==> src/rtl/j1_uart_io.sv <==
// j1 IO-space UART peripheral: 8N1 transmitter and receiver, each behind a small FIFO.
// Data register at +0 (write pushes TX, read pops RX), status/clear register at +4.
module j1_uart_io #(
    parameter int unsigned WIDTH        = 32,
    parameter logic [15:0] BASE_ADDR    = 16'h1000,
    parameter int unsigned CLKS_PER_BIT = 868,
    parameter int unsigned FIFO_DEPTH   = 16
) (
    input  logic             clk,
    input  logic             resetq,
    input  logic             io_rd,
    input  logic             io_wr,
    input  logic [15:0]      io_addr,
    input  logic [WIDTH-1:0] io_wdata,
    output logic [WIDTH-1:0] io_rdata,
    input  logic             uart_rxd,
    output logic             uart_txd
);

    localparam int unsigned AW = $clog2(FIFO_DEPTH);
    localparam int unsigned BW = $clog2(CLKS_PER_BIT);
    localparam logic [BW-1:0] BIT_LAST  = BW'(CLKS_PER_BIT - 1);
    localparam logic [BW-1:0] HALF_LAST = BW'(CLKS_PER_BIT / 2 - 1);

    typedef enum logic [1:0] {TX_IDLE, TX_START, TX_DATA, TX_STOP} tx_state_t;
    typedef enum logic [2:0] {RX_IDLE, RX_START, RX_DATA, RX_STOP, RX_WAIT} rx_state_t;

    // ---------------- address decode and strobes ----------------
    logic hit, sel_data, sel_stat;
    logic tx_push, tx_pop, rx_push, rx_pop;
    logic clr_ovr, clr_ferr;

    assign hit      = (io_addr[15:3] == BASE_ADDR[15:3]);
    assign sel_data = hit && !io_addr[2];
    assign sel_stat = hit &&  io_addr[2];
    assign clr_ovr  = io_wr && sel_stat && io_wdata[3];
    assign clr_ferr = io_wr && sel_stat && io_wdata[4];

    logic unused_bits;
    assign unused_bits = &{1'b0, io_addr[1:0], io_wdata[WIDTH-1:8]};

    // ---------------- TX FIFO ----------------
    logic [7:0]  tx_mem [FIFO_DEPTH];
    logic [AW:0] tx_wp, tx_rp;
    logic        tx_empty, tx_full;
    logic [7:0]  tx_head;

    assign tx_empty = (tx_wp == tx_rp);
    assign tx_full  = (tx_wp[AW-1:0] == tx_rp[AW-1:0]) && (tx_wp[AW] != tx_rp[AW]);
    assign tx_head  = tx_mem[tx_rp[AW-1:0]];
    // A pop in the same cycle frees the slot, so a push into a full FIFO is accepted then.
    assign tx_push  = io_wr && sel_data && (!tx_full || tx_pop);

    always_ff @(posedge clk) begin
        if (!resetq) begin
            tx_wp <= '0;
            tx_rp <= '0;
        end else begin
            if (tx_push) tx_wp <= tx_wp + 1'b1;
            if (tx_pop)  tx_rp <= tx_rp + 1'b1;
        end
    end

    always_ff @(posedge clk) begin
        if (tx_push) tx_mem[tx_wp[AW-1:0]] <= io_wdata[7:0];
    end

    // ---------------- TX FSM ----------------
    tx_state_t       tx_state, tx_state_n;
    logic [BW-1:0]   tx_cnt;
    logic [2:0]      tx_bit;
    logic [7:0]      tx_shift;
    logic            tx_tick;

    assign tx_tick = (tx_cnt == '0);

    always_comb begin
        tx_state_n = tx_state;
        tx_pop     = 1'b0;
        case (tx_state)
            TX_IDLE: begin
                if (!tx_empty) begin
                    tx_pop     = 1'b1;
                    tx_state_n = TX_START;
                end
            end
            TX_START: begin
                if (tx_tick) tx_state_n = TX_DATA;
            end
            TX_DATA: begin
                if (tx_tick && tx_bit == 3'd7) tx_state_n = TX_STOP;
            end
            TX_STOP: begin
                if (tx_tick) begin
                    if (!tx_empty) begin
                        tx_pop     = 1'b1;
                        tx_state_n = TX_START;
                    end else begin
                        tx_state_n = TX_IDLE;
                    end
                end
            end
            default: tx_state_n = TX_IDLE;
        endcase
    end

    always_ff @(posedge clk) begin
        if (!resetq) begin
            tx_state <= TX_IDLE;
            tx_cnt   <= '0;
            tx_bit   <= '0;
            tx_shift <= '1;
        end else begin
            tx_state <= tx_state_n;
            if (tx_pop) begin
                tx_shift <= tx_head;
                tx_cnt   <= BIT_LAST;
            end else if (tx_state != TX_IDLE) begin
                if (tx_tick) begin
                    tx_cnt <= BIT_LAST;
                    if (tx_state == TX_DATA) begin
                        tx_shift <= {1'b1, tx_shift[7:1]};
                        tx_bit   <= tx_bit + 1'b1;
                    end
                end else begin
                    tx_cnt <= tx_cnt - 1'b1;
                end
            end
        end
    end

    always_comb begin
        uart_txd = 1'b1;
        case (tx_state)
            TX_START: uart_txd = 1'b0;
            TX_DATA:  uart_txd = tx_shift[0];
            default:  uart_txd = 1'b1;
        endcase
    end

    // ---------------- RX synchronizer ----------------
    logic rx_meta, rx_sync, rx_prev;

    always_ff @(posedge clk) begin
        if (!resetq) begin
            rx_meta <= 1'b1;
            rx_sync <= 1'b1;
            rx_prev <= 1'b1;
        end else begin
            rx_meta <= uart_rxd;
            rx_sync <= rx_meta;
            rx_prev <= rx_sync;
        end
    end

    // ---------------- RX FSM ----------------
    rx_state_t       rx_state, rx_state_n;
    logic [BW-1:0]   rx_cnt;
    logic [2:0]      rx_bit;
    logic [7:0]      rx_shift;
    logic            rx_tick, rx_done, ferr_set;

    assign rx_tick = (rx_cnt == '0);

    always_comb begin
        rx_state_n = rx_state;
        rx_done    = 1'b0;
        ferr_set   = 1'b0;
        case (rx_state)
            RX_IDLE: begin
                if (rx_prev && !rx_sync) rx_state_n = RX_START;
            end
            RX_START: begin
                if (rx_tick) rx_state_n = rx_sync ? RX_IDLE : RX_DATA;
            end
            RX_DATA: begin
                if (rx_tick && rx_bit == 3'd7) rx_state_n = RX_STOP;
            end
            RX_STOP: begin
                if (rx_tick) begin
                    if (rx_sync) begin
                        rx_done    = 1'b1;
                        rx_state_n = RX_IDLE;
                    end else begin
                        ferr_set   = 1'b1;
                        rx_state_n = RX_WAIT;
                    end
                end
            end
            RX_WAIT: begin
                if (rx_sync) rx_state_n = RX_IDLE;
            end
            default: rx_state_n = RX_IDLE;
        endcase
    end

    // The half-bit count is held while idle so the start state begins aligned to mid-bit.
    always_ff @(posedge clk) begin
        if (!resetq) begin
            rx_state <= RX_IDLE;
            rx_cnt   <= HALF_LAST;
            rx_bit   <= '0;
            rx_shift <= '0;
        end else begin
            rx_state <= rx_state_n;
            if (rx_state == RX_IDLE) begin
                rx_cnt <= HALF_LAST;
            end else if (rx_tick) begin
                rx_cnt <= BIT_LAST;
            end else begin
                rx_cnt <= rx_cnt - 1'b1;
            end
            if (rx_state == RX_IDLE) begin
                rx_bit <= '0;
            end else if (rx_state == RX_DATA && rx_tick) begin
                rx_shift <= {rx_sync, rx_shift[7:1]};
                rx_bit   <= rx_bit + 1'b1;
            end
        end
    end

    // ---------------- RX FIFO ----------------
    logic [7:0]  rx_mem [FIFO_DEPTH];
    logic [AW:0] rx_wp, rx_rp;
    logic        rx_empty, rx_full;
    logic [7:0]  rx_head;

    assign rx_empty = (rx_wp == rx_rp);
    assign rx_full  = (rx_wp[AW-1:0] == rx_rp[AW-1:0]) && (rx_wp[AW] != rx_rp[AW]);
    assign rx_head  = rx_mem[rx_rp[AW-1:0]];
    assign rx_pop   = io_rd && sel_data && !rx_empty;
    assign rx_push  = rx_done && (!rx_full || rx_pop);

    always_ff @(posedge clk) begin
        if (!resetq) begin
            rx_wp <= '0;
            rx_rp <= '0;
        end else begin
            if (rx_push) rx_wp <= rx_wp + 1'b1;
            if (rx_pop)  rx_rp <= rx_rp + 1'b1;
        end
    end

    always_ff @(posedge clk) begin
        if (rx_push) rx_mem[rx_wp[AW-1:0]] <= rx_shift;
    end

    // ---------------- sticky flags ----------------
    logic ovr, ferr;

    always_ff @(posedge clk) begin
        if (!resetq) begin
            ovr  <= 1'b0;
            ferr <= 1'b0;
        end else begin
            if (rx_done && rx_full && !rx_pop) ovr <= 1'b1;
            else if (clr_ovr)                  ovr <= 1'b0;
            if (ferr_set)      ferr <= 1'b1;
            else if (clr_ferr) ferr <= 1'b0;
        end
    end

    // ---------------- read mux ----------------
    logic [4:0] status;
    assign status = {ferr, ovr, (tx_empty && tx_state == TX_IDLE), tx_full, !rx_empty};

    always_comb begin
        io_rdata = '0;
        if (sel_data && !rx_empty) io_rdata = WIDTH'(rx_head);
        else if (sel_stat)         io_rdata = WIDTH'(status);
    end

endmodule

==> config.mk <==
export PLATFORM = sky130hd
export DESIGN_NAME = j1_uart_io
export DESIGN_NICKNAME = d
export VERILOG_FILES = /design/src/rtl/j1_uart_io.sv
export SDC_FILE = /design/constraint.sdc
export NUM_CORES = 1
export LEC_CHECK = 0
export ABC_AREA = 0
export CAP_MARGIN = 10
export CORE_MARGIN = 1.5
export CORE_UTILIZATION = 55
export CTS_CLUSTER_SIZE = 30
export DETAILED_ROUTE_END_ITERATION = 8
export PLACE_DENSITY = 0.85
export SLEW_MARGIN = 20
export SYNTH_ARGS = -nofsm -noshare
export SYNTH_HDL_FRONTEND = slang
export SYNTH_SLANG_ARGS = --single-unit
==> constraint.sdc <==
create_clock -name clk -period 4.1 [get_ports clk]
set_clock_uncertainty 0.05 [all_clocks]
set_input_delay 0.41 -clock clk [delete_from_list [all_inputs] [get_ports clk]]
set_output_delay 0.41 -clock clk [all_outputs]
set_load 0.05 [all_outputs]
# Word-level counts from Yosys, hierarchy flattened
# Memory sizes are Yosys's and may differ from the RTL's. A register that Yosys moved wholly into a read port is not among the register bits.
# Index checks and enable logic that the tools add are counted.
dict set report classes {
  addsub 8
  eq_ne 25
  n_mux 46
  bitwise_logic 3
  reduce_logical 46
}
# cell n
set op_table {}
lappend op_table {{$mux W10} 4}
lappend op_table {{$mux W8} 5}
lappend op_table {{$add A5 B1 Y5 const B} 4}
lappend op_table {{$logic_and A1 B1 Y1} 20}
lappend op_table {{$logic_not A10 Y1} 2}
lappend op_table {{$sub A10 B1 Y10 const B} 2}
lappend op_table {{$mux W3} 6}
lappend op_table {{$ne A2 B2 Y1 const B} 9}
lappend op_table {{$mux W1} 17}
lappend op_table {{$mux W4} 4}
lappend op_table {{$pmux W3 S5} 1}
lappend op_table {{$eq A13 B10 Y1 const B} 1}
lappend op_table {{$reduce_bool A2 Y1} 6}
lappend op_table {{$eq A5 B5 Y1} 2}
lappend op_table {{$mux W2} 5}
lappend op_table {{$eq A3 B3 Y1 const B} 3}
lappend op_table {{$eq A4 B4 Y1} 2}
lappend op_table {{$pmux W2 S4} 1}
lappend op_table {{$reduce_and A4 Y1} 2}
lappend op_table {{$add A3 B1 Y3 const B} 2}
lappend op_table {{$eq A3 B2 Y1 const B} 2}
lappend op_table {{$logic_not A1 Y1} 6}
lappend op_table {{$mux W5} 1}
lappend op_table {{$reduce_and A5 Y1} 1}
lappend op_table {{other kinds (13)} 20}
dict set report totals {
  register_bits 72
  ramBits 256
  input_bits 53
  out_inout_bits 33
  elab_cells 149
  memories 2
}
# memory depth width read_ports rd_clocked_by_memory_dff wr line_no
set mem_list {}
lappend mem_list {rx_mem 16 8 1 1 1 223} ;# logic [7:0] rx_mem [FIFO_DEPTH];
lappend mem_list {tx_mem 16 8 1 1 1 43} ;# logic [7:0] tx_mem [FIFO_DEPTH];

# Longest topological paths before layout
dict set report logic_depth {
  depth_word 8
  depth_mapped 8
}

# Worst setup path before layout
# OpenSTA, ideal clock, no wires.
dict set report synth_timing {
  path_kind {flip-flop to output port}
  start {reg (tool-made name)}
  end {out io_rdata[6]}
  arrival_time_ps 2833
  required_ps 3640
  setup_slack_ps 807
  stages_incl_launch_ff 8
  path_buffers 3
  path_cell_list {dfxtp_1 -> clkbuf_1 -> buf_2 -> buf_2 -> mux4_2 -> nor2b_1 -> a211oi_1 -> a211oi_1}
}
# element line_no
set synth_lines {}
lappend synth_lines {{end: declaration} 15} ;# output logic [WIDTH-1:0] io_rdata,

==> impl_metrics.ini <==
[route]
postRouteWirelength_mm = 28.9
drtIter0Drc = 725
post_drt_wl_per_cell_um = 22.8
firstDrtPassIters = 5
route.detailed.drc = 0
vias_per_cell = 6.09
vias = 7713
ant_nets = 0

[setup_path]
start_kind = register
crit_fanout = 26
arrival_ps = 3230
criticalPathCategory = register to output port
end_kind = output port
worstPathRequired_ps = 3640

[synth]
synth_top_area_cell = edfxtp_1
yosysWarnings = 0
synthArstFlopShare = 0
synth.avg_cell_area_um2 = 16.2
synth_top_cells_by_count = 256 x edfxtp_1, 80 x dfxtp_1, 76 x mux4_2
yosysSeqAreaShare = 0.669
synth_most_common_cell = edfxtp_1
ys_ff_latch = 336
syn_area_um2 = 13900
synthFlopType = edfxtp_1
netlist_instances = 856
synth_top_area_frac = 0.554
synth_edf_count = 256
yosys-top-cells-area = edfxtp_1 55%, mux4_2 12%, dfxtp_1 12%, mux2i_1 2.2%, ha_1 2.1%
synth_cell_types = 58

[pwr]
pwr-share-seq = 0.501
p_switching_mw = 1.62
power.share.clock = 0.431
swShare = 0.219
ir_worst_vdd_v = 0.000382
power.density_nw_per_um2 = 470
p_leak_nw = 5.34
power_mw = 7.41
intPower_mw = 5.79
comb_power_share = 0.069

[layout]
finalNetCount = 993
final_util = 0.643
multi_input_area_um2 = 4280
fin_area_um2 = 15800
drive_above_1_share = 0.177
area_growth_pct = 13.5
final_cells = 1267
antenna_cells = 0
seq_area_um2 = 9290
nFillCells = 1653

[floorplanning]
core-area_um2 = 24500
dieArea_um2 = 26200
rows = 57
die_h_um = 162
start_util = 0.566
pin_count = 86
fp.dieW_um = 162

[cts]
clk_root_buffer_cell = clkbuf_16
worst_skew_pair.late_latency_ps = 520
clock_sinks = 336
ctsHtreeMaxLevel = 2
clkTransAtPathRegs_ps = 60
cts_hold_buf = 0
cts_made_buffers = 34
cts_setup_buffers = 0
clk_path_buf_depth = 3
cts_resized = 0
cts_tree = yes

[timing]
setup_tns_ps = 0
setup_viol = 0
fin_crit_ps = 3690
maxSlewHeadroom = 0.351
final-max-slew-violation-count = 0
rsz0062_at_grt = false
fmax_mhz = 271
worst_slew_pin_slew_ps = 972
finalHoldViolations = 0
period_share = 0.900

[grt]
track_usage = 0.227
antenna_found_initial = 1
grt_pass1_wl_mm = 45.0
overflow = 0
grt_max_degree = 32
grt_pass1_vias = 7899

[placed_design]
gp_congestion = 0.797
placed_cell_area_um2 = 14600
io_buffers = 35
dp.cells = 1205
hpwl_mm = 17.9

[job]
maxCapViolCount = 0

[outcome]
status = completed

[worst_hold_path]
hold_class = register to register
==> per-stage QoR <==
stage / setup WS (ps) / hold WS [ps]
after floorplan: 807 / 336
after global placement: 791 / 348
after detailed placement: 671 / 366
after CTS: 355 / 381
after global routing: 268 / 401
final: 409 / 373
==> per-layer routing <==
layer  up-vias  GRT usage  part of all wire  routed length (um)
met5         -          0           0.00045                  13
met4         2     0.0813             0.031                 898
li1       3428          -                 -                   -
met3        66     0.0478             0.061                1750
met1      3930      0.286              0.39               11400
met2       287      0.393              0.51               14900
==> layout by cell type, fill, tap and decap left out, types with 7 or more instances in the layout <==
master	n
xnor2_1	21
xor2_1	8
conb_1	24
nand3_1	11
mux2i_1	31
mux4_2	76
inv_1	20
buf_4	32
and3_1	16
nand2b_1	13
nand4_1	8
a21oi_1	19
dfxtp_1	78
a2bb2oi_1	7
ha_1	23
o21ai_0	17
nor3_1	25
nor2b_1	9
nand2_1	30
clkbuf_1	7
nor2_1	52
clkdlybuf4s50_1	30
edfxtp_1	256
clkbuf_16	34
==> final timing paths <==
path              slack, ps  depth (start not counted)                 start                      to
setup / recovery        410                          6              register             io_rdata[0]
hold / removal          370                          1    rx_meta$_SDFF_PN1_      rx_sync$_SDFF_PN1_
setup reg to reg        930                          5  rx_cnt[4]$_SDFF_PP1_  rx_mem[1][3]$_DFFE_PP_
hold reg to reg         370                          1    rx_meta$_SDFF_PN1_      rx_sync$_SDFF_PN1_
==> logic make-up after synthesis <==
| group | synth area share |
|---|---|
| buf+inv | 0.0294 |
| simple gates | 0.0734 |
| other cells | 0.000270 |
| xor+xnor | 0.0183 |
| mux | 0.146 |
| flops | 0.669 |
| fa+ha+maj | 0.0207 |
| compound gates | 0.0434 |
==> flip-flops by register name, indices dropped and copies added, names as in the netlist, 8 cells and up, named ones only <==
signal and count:
rx_cnt 10, rx_mem 128, rx_shift 8, tx_cnt 10, tx_mem 128, tx_shift 8
==> worst max-delay path, stage by stage, from the launching register on <==
cell	delay, ps
dfxtp_2	500
buf_12	280
mux4_2	570
mux4_2	500
nor2_1	100
nor3_1	50
clkdlybuf4s50_1	700
==> layout make-up <==
cell class / count / share of cell area
flip-flops and latches: 336 / 0.589
multi-input cells: 461 / 0.271
clock buffers: 45 / 0.0591
repair buffers: 63 / 0.0355
well taps: 324 / 0.0257
clock inverters: 17 / 0.0141
inverters: 21 / 0.00500
==> power by group through the flow <==
| stage | registers, mW | clock network (mW) | logic (mW) |
|---|---|---|---|
| 2_1_floorplan | 3.76 | 0 | 0.402 |
| 3_3_place_gp | 3.78 | 0 | 0.486 |
| 3_5_place_dp | 3.78 | 0 | 0.500 |
| 4_1_cts | 3.71 | 3.22 | 0.504 |
| 5_1_grt | 3.71 | 3.35 | 0.560 |
| 6_report | 3.71 | 3.19 | 0.511 |
Note: power is estimated with default switching activity, not from simulation.
==> RTL change 1: new RTL, same settings <==
Register the inputs `io_rd`, `io_wr`, `io_addr`, `io_wdata` and `uart_rxd` before use, with the module's reset. The logic sees them one clock later.
--- a/src/rtl/j1_uart_io.sv
+++ b/src/rtl/j1_uart_io.sv
@@ -25,19 +25,41 @@
     typedef enum logic [1:0] {TX_IDLE, TX_START, TX_DATA, TX_STOP} tx_state_t;
     typedef enum logic [2:0] {RX_IDLE, RX_START, RX_DATA, RX_STOP, RX_WAIT} rx_state_t;
 
+    logic io_rd_q;
+    logic io_wr_q;
+    logic [15:0] io_addr_q;
+    logic [WIDTH-1:0] io_wdata_q;
+    logic uart_rxd_q;
+
+    always_ff @(posedge clk) begin
+        if (!resetq) begin
+            io_rd_q    <= '0;
+            io_wr_q    <= '0;
+            io_addr_q  <= '0;
+            io_wdata_q <= '0;
+            uart_rxd_q <= '0;
+        end else begin
+            io_rd_q    <= io_rd;
+            io_wr_q    <= io_wr;
+            io_addr_q  <= io_addr;
+            io_wdata_q <= io_wdata;
+            uart_rxd_q <= uart_rxd;
+        end
+    end
+
     // ---------------- address decode and strobes ----------------
     logic hit, sel_data, sel_stat;
     logic tx_push, tx_pop, rx_push, rx_pop;
     logic clr_ovr, clr_ferr;
 
-    assign hit      = (io_addr[15:3] == BASE_ADDR[15:3]);
-    assign sel_data = hit && !io_addr[2];
-    assign sel_stat = hit &&  io_addr[2];
-    assign clr_ovr  = io_wr && sel_stat && io_wdata[3];
-    assign clr_ferr = io_wr && sel_stat && io_wdata[4];
+    assign hit      = (io_addr_q[15:3] == BASE_ADDR[15:3]);
+    assign sel_data = hit && !io_addr_q[2];
+    assign sel_stat = hit &&  io_addr_q[2];
+    assign clr_ovr  = io_wr_q && sel_stat && io_wdata_q[3];
+    assign clr_ferr = io_wr_q && sel_stat && io_wdata_q[4];
 
     logic unused_bits;
-    assign unused_bits = &{1'b0, io_addr[1:0], io_wdata[WIDTH-1:8]};
+    assign unused_bits = &{1'b0, io_addr_q[1:0], io_wdata_q[WIDTH-1:8]};
 
     // ---------------- TX FIFO ----------------
     logic [7:0]  tx_mem [FIFO_DEPTH];
@@ -49,7 +71,7 @@
     assign tx_full  = (tx_wp[AW-1:0] == tx_rp[AW-1:0]) && (tx_wp[AW] != tx_rp[AW]);
     assign tx_head  = tx_mem[tx_rp[AW-1:0]];
     // A pop in the same cycle frees the slot, so a push into a full FIFO is accepted then.
-    assign tx_push  = io_wr && sel_data && (!tx_full || tx_pop);
+    assign tx_push  = io_wr_q && sel_data && (!tx_full || tx_pop);
 
     always_ff @(posedge clk) begin
         if (!resetq) begin
@@ -62,7 +84,7 @@
     end
 
     always_ff @(posedge clk) begin
-        if (tx_push) tx_mem[tx_wp[AW-1:0]] <= io_wdata[7:0];
+        if (tx_push) tx_mem[tx_wp[AW-1:0]] <= io_wdata_q[7:0];
     end
 
     // ---------------- TX FSM ----------------
@@ -147,7 +169,7 @@
             rx_sync <= 1'b1;
             rx_prev <= 1'b1;
         end else begin
-            rx_meta <= uart_rxd;
+            rx_meta <= uart_rxd_q;
             rx_sync <= rx_meta;
             rx_prev <= rx_sync;
         end
@@ -228,7 +250,7 @@
     assign rx_empty = (rx_wp == rx_rp);
     assign rx_full  = (rx_wp[AW-1:0] == rx_rp[AW-1:0]) && (rx_wp[AW] != rx_rp[AW]);
     assign rx_head  = rx_mem[rx_rp[AW-1:0]];
-    assign rx_pop   = io_rd && sel_data && !rx_empty;
+    assign rx_pop   = io_rd_q && sel_data && !rx_empty;
     assign rx_push  = rx_done && (!rx_full || rx_pop);
 
     always_ff @(posedge clk) begin
Check against the original RTL: not equivalent (Yosys sat finds a counterexample within 4 cycles, from zero or initial values and one cycle with resetq low).
==> RTL change 1 against the original RTL <==
Setup slack worse by 0.18 ns. Sequential cell count increased by 25. Power up 2.7%. Non-clock buffer count fell by 6. Design area is 4.9% higher. Combinational power up 18%. Area after synthesis grew 6.0%. Count of clock-buffer cells in the layout is 3 higher. Wire length grew 1.2%. Sequential share of layout area up 0.29 points. Via count grew 6.9%. Largest cell class unchanged. Largest power group unchanged. Global-route usage decreased by 1.4 points. Highest routed layer is now met4.
==> RTL change 1: results (changes against the original RTL) <==
* Fillers at 1797 (+8.7%)
* Largest net degree at the start of global routing at 60 (+88%)
* CP max FO at 23 (-12%)
* VDD IR max at 0.469 mV (+23%)
* Critical Path AT at 3.41 ns (+0.18 ns)
* Static Leak at 0.00538 uW (+0.66%)
* Initial DRC count at 680 (-6.2%)
* Final #Nets at 1082 (+9.0%)
* Setup WS pre-CTS at 0.752 ns (+0.0804 ns)
* Post-DR wirelength/cell at 21.4 um (-6.3%)
* Max Fclk at 0.258 GHz (-4.7%)
* CP peak stage delay at 0.99 ns (+0.29 ns)
* Flop2flop setup slack at 0.89 ns (-0.04 ns)
* Unique masters post-synth at 62 (+6.9%)
* Overall Global Routing Usage at 21.3% (-1.4 points)
* Synth area leaders: edfxtp_1 (52%), dfxtp_1 (14%), mux4_2 (10%), mux2i_1 (2.0%), ha_1 (2.0%)
* RR Endpoint: tx_mem[11][6]
* Hold path startpoint: rx_cnt[0]
* Initial antenna violation count at 0 (-1)
* Die W at 167 um (+2.9%)
* TritonCTS buffer count at 35 (+2.9%)
* Outcome: finished clean
* Setup Crit Path Kind: reg -> out
* Setup crit end: io_rdata[0]
* H-tree depth at 2 (unchanged)
* Post-DP Area at 15500 sq um (+5.8%)
* Vias/cell at 6.03 (-0.98%)
* Top post-synthesis cells by count: edfxtp_1 (256), dfxtp_1 (105), mux4_2 (67)
* Pre-antenna DRT Iters at 7 (+2)
* Number of synthesized flops with an enable pin at 256 (unchanged)
* First-pass GRT wire length at 45900 um (+2.1%)
* Reg2reg path depth at 7 (+2)
* Sequential area share after synthesis at 66.5% (-0.40 points)
* RR Startpoint: tx_state[0]
* Share of layout cells above drive strength 1 at 16.2% (-1.5 points)
* WHS at 0.352 ns (-0.0216 ns)
* Detail Placement HPWL at 18100 um (+1.1%)
* GP Congestion at 0.790 (-0.84%)
* Crit path max-delay family: flip-flops
* Critical-path top delay cell: dfxtp_1
* Number of global-route vias before repair at 8488 (+7.5%)
* Worst slew pin tran at 1.07 ns (+0.0970 ns)
==> RTL change 1: layout make-up <==
| type | instances | area [sq um] | share of cell area [%] |
|---|---|---|---|
| Timing Repair Buffer | 57 | 523 | 3.16 |
| Clock buffer | 48 | 945 | 5.71 |
| Inverter | 19 | 71.3 | 0.431 |
| Sequential cell | 361 | 9790 | 59.2 |
| Clock inverter | 16 | 114 | 0.689 |
| Multi-Input combinational cell | 532 | 4670 | 28.3 |
| Tap cell | 335 | 419 | 2.53 |
==> RTL change 1: metrics by stage <==
stage | power, uW | instances
after floorplan | 4570 | 979
after global placement | 4670 | 1304
after detailed placement | 4690 | 1304
after CTS | 7630 | 1368
after global routing | 7850 | 1368
final | 7610 | 1368
==> RTL change 1: layer usage <==
| layer | GRT usage (%) | share of wire [%] | vias to the layer above |
|---|---|---|---|
| li1 | - | - | 3743 |
| met1 | 27.7 | 41 | 4160 |
| met2 | 36.3 | 51 | 281 |
| met3 | 3.59 | 5.7 | 62 |
| met4 | 8.02 | 2.7 | 0 |
| met5 | 0 | 0 | - |
==> RTL change 1: worst min path at each step <==
stage,to,cells after the start
CTS,rx_cnt[0],1
detailed placement,rx_cnt[0],1
global placement,rx_cnt[0],1
floorplan,rx_cnt[0],1
global route,rx_cnt[0],1
finish,rx_cnt[0],1
==> RTL change 1: power breakdown <==
group,switching [uW],total (uW),internal (uW)
Clock,1350,2990,1640
Sequential,84.1,4020,3940
Combinational,366,604,238
Total,1800,7610,5810
==> RTL change 1: cell families after synthesis <==
kind of cell	Yosys count	synth area share, %
xor+xnor	25	1.49
flops	361	66.5
simple gates	251	9.18
compound gates	105	5.12
other cells	1	0.0255
fa+ha+maj	23	1.95
mux	104	12.8
buf+inv	86	2.91
==> RTL change 2: new RTL, config.mk and constraints unchanged <==
Without the edit above. `FIFO_DEPTH`: 16 -> 32.
--- a/src/rtl/j1_uart_io.sv
+++ b/src/rtl/j1_uart_io.sv
@@ -4,7 +4,7 @@
     parameter int unsigned WIDTH        = 32,
     parameter logic [15:0] BASE_ADDR    = 16'h1000,
     parameter int unsigned CLKS_PER_BIT = 868,
-    parameter int unsigned FIFO_DEPTH   = 16
+    parameter int unsigned FIFO_DEPTH   = 32
 ) (
     input  logic             clk,
     input  logic             resetq,
Function: no difference found for any inputs over 10 cycles, from zero or initial values and one cycle with resetq low; that may be too few to reach the edited logic, so the function may still have changed.
==> RTL change 2 against the original RTL <==
Area after synthesis up 76%. Global-route usage up 1.2 points. Maximum frequency is 7.6% lower. Sequential cell count rose by 262. Critical path depth is 1 higher. Wire length rose by 86%. Power is 63% higher. Design area grew 74%. Sequential share of layout area is 3.4 points higher. Setup slack got worse by 0.30 ns. Combinational power fell by 18%. Die area increased by 74%. Sequential power rose by 78%.
==> RTL change 2: results (changes against the original RTL) <==
* Sequential area share after synthesis at 70.0% (+3.1 points)
* Critical-path top delay cell: dfxtp_2
* GP Congestion at 0.847 (+6.2%)
* Final #Nets at 1638 (+65%)
* Async SR Flop Fraction at 0% (unchanged)
* CP max FO at 33 (+27%)
* Syn. warnings at 0 (unchanged)
* Cells after Synth at 1469 (+72%)
* Initial antenna violation count at 0 (-1)
* Synth area leaders: edfxtp_1 (63%), mux4_2 (9.2%), dfxtp_1 (7.0%), mux2i_1 (3.9%), nor2_1 (1.9%)
* Unique masters post-synth at 71 (+22%)
* Rel. slew slack at 24.6% (-11 points)
* Final wirelength at 53900 um (+86%)
* P_int at 9580 uW (+65%)
* Overall Global Routing Usage at 23.9% (+1.2 points)
* Placed cell count at 2098 (+74%)
* Via count at 13700 (+78%)
* Static Leak at 0.00882 uW (+65%)
* Largest net degree at the start of global routing at 41 (+28%)
* Initial DRC count at 1646 (+130%)
* Post-DP Area at 25700 sq um (+76%)
* Setup WS pre-CTS at 0.504 ns (-0.167 ns)
* Top post-synthesis cells by count: edfxtp_1 (512), nor2_1 (123), mux4_2 (100)
* Outcome: finished clean
* Share of layout cells above drive strength 1 at 20.1% (+2.4 points)
* Fillers at 2933 (+77%)
* H-tree depth at 2 (unchanged)
* Pre-antenna DRT Iters at 5 (unchanged)
* Hold WC Path Type: in -> reg
* PortBufs at 35 (unchanged)
* Detail Placement HPWL at 32000 um (+78%)
* Fin cells at 2198 (+73%)
* Clk_lat worst skew at 0.59 ns (+0.07 ns)
* Number of synthesized flops with an enable pin at 512 (+100%)
* TritonCTS buffer count at 54 (+59%)
* First-pass GRT wire length at 81700 um (+82%)
* Crit path max-delay family: flip-flops
* Number of global-route vias before repair at 13900 (+76%)
* Critical Path AT at 3.53 ns (+0.30 ns)
* VDD IR max at 0.459 mV (+20%)
* CP peak stage delay at 0.93 ns (+0.23 ns)
* CTS max path bufs at 3 (unchanged)
RTL change 2: cell count changes after synthesis, sizes merged, moves of 23 or more:
cell / before / now
buf: 35 / 58
mux4: 76 / 100
mux2i: 31 / 94
nor2: 52 / 123
edfxtp: 256 / 512
a22o: 0 / 24
RTL change 2: cell families after synthesis:
logic type      share of synthesized area (%)
fa+ha+maj                                1.18
compound gates                           4.66
xor+xnor                                0.968
other cells                            0.0154
flops                                    70.0
buf+inv                                  2.42
simple gates                             6.74
mux                                      14.0
RTL change 2: power by group through the flow:
stage	clock network [uW]	logic, uW	registers, uW
6_report	5030	421	6610
5_1_grt	5270	457	6610
4_1_cts	5060	418	6610
3_5_place_dp	0	415	6750
3_3_place_gp	0	397	6740
2_1_floorplan	0	310	6730
RTL change 2: final timing paths:
check	startpoint	end	slack, ns	cells past startpoint
setup / recovery	flip-flop	io_rdata[4]	0.11	7
hold / removal	io_wdata[7]	tx_mem[4][7]	0.33	1
setup reg to reg	rx_cnt[0]	rx_mem[28][4]	0.90	8
hold reg to reg	rx_cnt[0]	rx_cnt[0]	0.35	1
RTL change 2: layout make-up:
class	instances	area (sq um)	area share, %
inverter	24	90.1	0.328
timing repair buffer	116	918	3.35
tap	592	741	2.70
clock buffer	72	1490	5.42
multi-input combinational	768	6830	24.9
clock inverter	28	269	0.980
sequential	598	17100	62.3
RTL change 2: worst register-to-register path: cells and delay by family (launching register included):
family | cells | cell delay [ns]
buf+inv | 2 | 0.28
flops | 1 | 0.32
simple gates | 5 | 1.98
fa+ha+maj | 1 | 0.20
RTL change 2: layer usage:
metal | GRT usage, % | vias up | share of wire (%)
li1 | - | 5928 | -
met1 | 30.2 | 6895 | 37
met2 | 42.0 | 716 | 52
met3 | 3.71 | 160 | 7.3
met4 | 8.91 | 0 | 3.9
met5 | 0 | - | 0
